## config.mk

```make
export PLATFORM = sky130hd
export DESIGN_NAME = hazard_stall_unit
export DESIGN_NICKNAME = d
export VERILOG_FILES = /design/src/rtl/hazard_stall_unit.sv
export SDC_FILE = /design/constraint.sdc
export NUM_CORES = 1
export LEC_CHECK = 0
export ABC_AREA = 1
export CAP_MARGIN = 20
export CORE_MARGIN = 1
export CORE_UTILIZATION = 35
export DETAILED_ROUTE_END_ITERATION = 10
export GPL_TIMING_DRIVEN = 0
export HOLD_SLACK_MARGIN = 0.1
export MAX_ROUTING_LAYER = met4
export PLACE_DENSITY = 0.56
export SETUP_SLACK_MARGIN = 0.5
export SYNTH_ARGS = -nofsm -noshare
export SYNTH_HDL_FRONTEND = slang
export SYNTH_SLANG_ARGS = --single-unit
```

## constraint.sdc

```tcl
create_clock -name clk -period 1.8 [get_ports clk]
set_clock_uncertainty 0.05 [all_clocks]
set_input_delay 0.18 -clock clk [delete_from_list [all_inputs] [get_ports clk]]
set_output_delay 0.18 -clock clk [all_outputs]
set_load 0.1 [all_outputs]
```

## src/rtl/hazard_stall_unit.sv

```systemverilog
// Hazard detection and stall control for a 5-stage pipeline.
// Handles load-use bubbles, dmem wait stalls with timeout, branch flushes, and saturating counters.
module hazard_stall_unit #(
   parameter int MEM_TIMEOUT = 15,
   parameter int CNTW        = 16
) (
   input  logic            clk,
   input  logic            rst,
   input  logic [4:0]      IF_ID_rs1,
   input  logic [4:0]      IF_ID_rs2,
   input  logic            IF_ID_use_rs1,
   input  logic            IF_ID_use_rs2,
   input  logic            ID_EX_memread,
   input  logic [4:0]      ID_EX_rd,
   input  logic            EX_MEM_memread,
   input  logic            EX_MEM_memwrite,
   input  logic            dmem_ready,
   input  logic            branch_taken,
   output logic            pc_stall,
   output logic            IF_ID_stall,
   output logic            ID_EX_stall,
   output logic            EX_MEM_stall,
   output logic            ID_EX_bubble,
   output logic            MEM_WB_bubble,
   output logic            IF_ID_flush,
   output logic            ID_EX_flush,
   output logic            mem_err,
   output logic [CNTW-1:0] stall_cycles,
   output logic [CNTW-1:0] flush_count
);

   localparam int WCW = (MEM_TIMEOUT < 1) ? 1 : $clog2(MEM_TIMEOUT + 1);
   localparam logic [WCW-1:0] TIMEOUT_VAL = WCW'(MEM_TIMEOUT);
   localparam logic [CNTW-1:0] CNT_MAX = {CNTW{1'b1}};

   typedef enum logic {RUN, MEMWAIT} state_t;

   state_t         state;
   logic [WCW-1:0] wait_cnt;
   logic           load_use;
   logic           mem_acc;
   logic           timeout_now;
   logic           mem_busy;

   always_comb begin
      load_use = ID_EX_memread && (ID_EX_rd != 5'd0) &&
                 ((IF_ID_use_rs1 && (ID_EX_rd == IF_ID_rs1)) ||
                  (IF_ID_use_rs2 && (ID_EX_rd == IF_ID_rs2)));
      mem_acc     = EX_MEM_memread || EX_MEM_memwrite;
      timeout_now = (state == MEMWAIT) && (wait_cnt == TIMEOUT_VAL);
      mem_busy    = mem_acc && !dmem_ready && !timeout_now;
   end

   // A frozen pipeline hides branch and load-use; they are seen again once memory releases.
   always_comb begin
      pc_stall      = 1'b0;
      IF_ID_stall   = 1'b0;
      ID_EX_stall   = 1'b0;
      EX_MEM_stall  = 1'b0;
      ID_EX_bubble  = 1'b0;
      MEM_WB_bubble = 1'b0;
      IF_ID_flush   = 1'b0;
      ID_EX_flush   = 1'b0;
      if (!rst) begin
         if (mem_busy) begin
            pc_stall      = 1'b1;
            IF_ID_stall   = 1'b1;
            ID_EX_stall   = 1'b1;
            EX_MEM_stall  = 1'b1;
            MEM_WB_bubble = 1'b1;
         end else if (branch_taken) begin
            IF_ID_flush = 1'b1;
            ID_EX_flush = 1'b1;
         end else if (load_use) begin
            pc_stall     = 1'b1;
            IF_ID_stall  = 1'b1;
            ID_EX_bubble = 1'b1;
         end
      end
   end

   always_ff @(posedge clk) begin
      if (rst) begin
         state        <= RUN;
         wait_cnt     <= '0;
         mem_err      <= 1'b0;
         stall_cycles <= '0;
         flush_count  <= '0;
      end else begin
         case (state)
            RUN: begin
               if (mem_busy) begin
                  state    <= MEMWAIT;
                  wait_cnt <= WCW'(1);
               end
            end
            MEMWAIT: begin
               // A timed-out access is abandoned as if it had completed.
               if (timeout_now) begin
                  mem_err  <= 1'b1;
                  state    <= RUN;
                  wait_cnt <= '0;
               end else if (mem_busy) begin
                  wait_cnt <= wait_cnt + WCW'(1);
               end else begin
                  state    <= RUN;
                  wait_cnt <= '0;
               end
            end
            default: begin
               state    <= RUN;
               wait_cnt <= '0;
            end
         endcase
         if (pc_stall && (stall_cycles != CNT_MAX))
            stall_cycles <= stall_cycles + CNTW'(1);
         if (IF_ID_flush && (flush_count != CNT_MAX))
            flush_count <= flush_count + CNTW'(1);
      end
   end

endmodule
```

==> flow_summary.yaml <==
pwr:
  comb_power_share_pct: 24.5
  p_per_area_nw_per_um2: 465
  power.switching_uw: 608
  pwr-share-seq_pct: 41.4
  sw_frac_of_total_pct: 29.9
  vdd_drop_max_uv: 204
  p_leak_uw: 0.00204
  clock_power_share_pct: 34.0
  power.internal_uw: 1430
layout:
  drive_above_1_share_pct: 47.5
  most_common_cell_after_layout_fill_and_taps_aside: "sky130_fd_sc_hd__nand2_1"
  diodes: 0
  most-common-layout-cells: "sky130_fd_sc_hd__nand2_1 (93), sky130_fd_sc_hd__buf_4 (51), sky130_fd_sc_hd__nor2_1 (44)"
  syn_to_final_growth_pct: 72.1
  nets_finish: 533
  final_area_um2: 4370
critical_path:
  crit_path_cell_trace: "ha_4 -> nand4_1 -> nand2_2 -> nor2_4 -> buf_4 -> buf_6 -> buf_4 -> buf_12"
  worst_path_max_delay_cell: "sky130_fd_sc_hd__dfxtp_2"
  timing.critical_path.slowest_cell_delay_ns: 0.35
  critical_path.max_fanout: 3
  worst-endpoint-required_ns: 1.57
  worst-r2r-setup-slack_ns: 0.05
  critical_path_launch_point_type: "flop"
  critPathKind: "flop to output pin"
  r2r-start: "wait_cnt[1]"
  worstReg2RegEnd: "mem_err"
  most_used_cell_cp: "sky130_fd_sc_hd__buf_4"
  setup.worst_path.end_class: "output pin"
  cp_data_arrival_time_ns: 1.65
  ff2ff_path_depth: 11
logic_synthesis:
  ys_dominant_reg_cell: "sky130_fd_sc_hd__dfxtp_1"
  syn-cell-area_um2: 2540
  ys_warn_count: 0
  asyncSetResetFlopFracSynth_pct: 0
  synthesis.area_per_instance_um2: 6.41
  synth_enable_flop_cells: 0
  number_of_nets_produced_by_synthesis: 423
  ys_ff_latch: 38
  synthDistinctLibCells: 33
  yosysSeqAreaShare_pct: 30.0
  syn_inst: 396
detailed_routing:
  drtPass1Iterations: 4
  num_vias: 2778
  route.detailed.wl_per_inst_um: 12.5
  ant_nets: 0
  detail_route.wirelength_um: 7520
  drc_violations_left: 0
  dr.first_iter.drc_count: 80
  drt-vias-per-instance: 4.61
clock_tree:
  tritoncts: "yes"
  cts_inserted_buffers: 5
  cts_htree_levels: 2
  source_to_sink_clock_delay_at_the_later_pin_of_the_worst_skew_pair_ns: 0.28
  clk_pin_slew_ns: 0.08
  tritoncts_sinks: 38
  cts_hold_buffers: 0
  number_of_buffers_on_the_longest_clock_path: 2
  cts_root_buf: "sky130_fd_sc_hd__clkbuf_8"
floorplan:
  design.die.area_um2: 7600
  floorplan_die_width_um: 87.2
  overall_die_height_um: 87.2
  io_pins: 65
  initial_cell_density_of_the_core_pct: 36.8
  core_region_area_um2: 6910
  rows: 30
place:
  io_buffers: 63
  detailed_place_hpwl_um: 4960
  placed_cell_area_um2: 3520
  gp_routability_congestion: 0.792
outcome:
  failed_checks: "negative setup slack"
  outcome: "finished, violations left"
job:
  maxCapViolations: 0
worst_hold_path:
  timing.hold.worst.class: "input port to flop"
  timing.hold.worst_path_depth: 2
  worst_hold_path_endpoint: "flush_count[8]"
  hold_path_origin: "rst"
sta:
  final-hold-violation-count: 0
  grt_setup_unrepaired: "yes"
  slew_at_the_pin_closest_to_its_max_slew_limit_ns: 0.705
  setup_viol_count_final: 5
  worst_hold_slack_ns: 0.182
  max_freq_mhz: 532
  number_of_pins_exceeding_their_max_slew_limit_in_the_final_report: 0
  final_min_period_over_clock_period_pct: 104
  timing.max_slew.rel_slack_pct: 53.0
  setup_slack_ns: -0.0792
  finalCriticalPeriod_ns: 1.88
global_routing:
  grt_first_pass_wirelength_um: 11800
  grt_start_max_net_pins: 12
  grt.total_usage_pct: 20.2
  antenna_found_initial: 0
  first_global_vias: 2587
  grt.overflow.total: 0
[cells in the mapped netlist (all sizes together) (2+ instances only)]
cell type	instances	area (um2)
nor3	5	35.0
inv	55	209
nand4	7	43.8
ha	3	37.5
buf	14	106
o21ai	5	25.0
nand2	127	517
nand3b	2	15.0
nor2	61	259
a21oi	33	203
dfxtp	38	761
nand3	29	175
xor2	11	96.3
[critical path, delay by kind of cell, from the launching register on]
family        cells  cell delay (ns)
buf+inv           4             0.52
flops             1             0.35
simple gates      3             0.33
fa+ha+maj         1             0.14
[sequential cells by signal, summed over array words and instances (netlist names)]
register / flops
mem_err: 1
stall_cycles: 16
state: 1
flush_count: 16
wait_cnt: 4
[power by group through the flow]
stage               combinational [uW]  clock, uW  sequential, uW
CTS                                458        709             842
global placement                   376          0             863
floorplan                          207          0             916
detailed placement                 378          0             864
finish                             499        693             843
global route                       531        757             844
[metrics by stage]
stage	std cells	setup slack, ns	TNS (ns)	total power (uW)	utilization [%]
2_1_floorplan	396	-0.204	-2.11	1120	-
3_3_place_gp	555	-1.14	-10.49	1240	51.0
3_5_place_dp	555	-1.16	-10.91	1240	51.0
4_1_cts	595	-0.0476	-0.105	2010	58.9
5_1_grt	603	-0.136	-0.631	2130	63.3
6_report	603	-0.0792	-0.238	2030	63.3
[timing repair]
action	in CTS	in global routing
endpoints found under the hold margin	0	0
buffers inserted	30	6
gates resized for setup	326	52
cloned	2	2
endpoints found under the setup margin	76	52
pin swaps	33	14
[kinds of logic after synthesis]
| group | Yosys count | share of synthesized area (%) |
|---|---|---|
| simple gates | 234 | 42.6 |
| buf+inv | 70 | 12.6 |
| compound gates | 40 | 9.61 |
| flops | 38 | 30.0 |
| xor+xnor | 11 | 3.79 |
| fa+ha+maj | 3 | 1.48 |
[cell type report]
class,count,area (um2)
Buffer,15,183
Clock buffer,8,110
Fill cell,641,2530
Inverter,55,231
Multi-Input combinational cell,288,1820
Sequential cell,38,851
Tap cell,96,120
Timing Repair Buffer,103,1060
[worst max path at each step]
stage / from / endpoint / cells past startpoint
3_5_place_dp: ID_EX_rd[1] / pc_stall / 12
2_1_floorplan: wait_cnt[0] / pc_stall / 8
6_report: wait_cnt[1] / MEM_WB_bubble / 8
5_1_grt: wait_cnt[0] / pc_stall / 9
4_1_cts: wait_cnt[0] / pc_stall / 9
3_3_place_gp: ID_EX_rd[1] / pc_stall / 12
[metal layers]
| metal | track usage [%] | vias to the layer above | wire, um |
|---|---|---|---|
| li1 | - | 1444 | - |
| met4 | 3.13 | 0 | 34 |
| met5 | - | - | 0 |
| met2 | 36.6 | 57 | 3990 |
| met3 | 4.27 | 4 | 253 |
| met1 | 23.4 | 1273 | 3250 |
No activity file was read; power rests on OpenSTA's default activity.
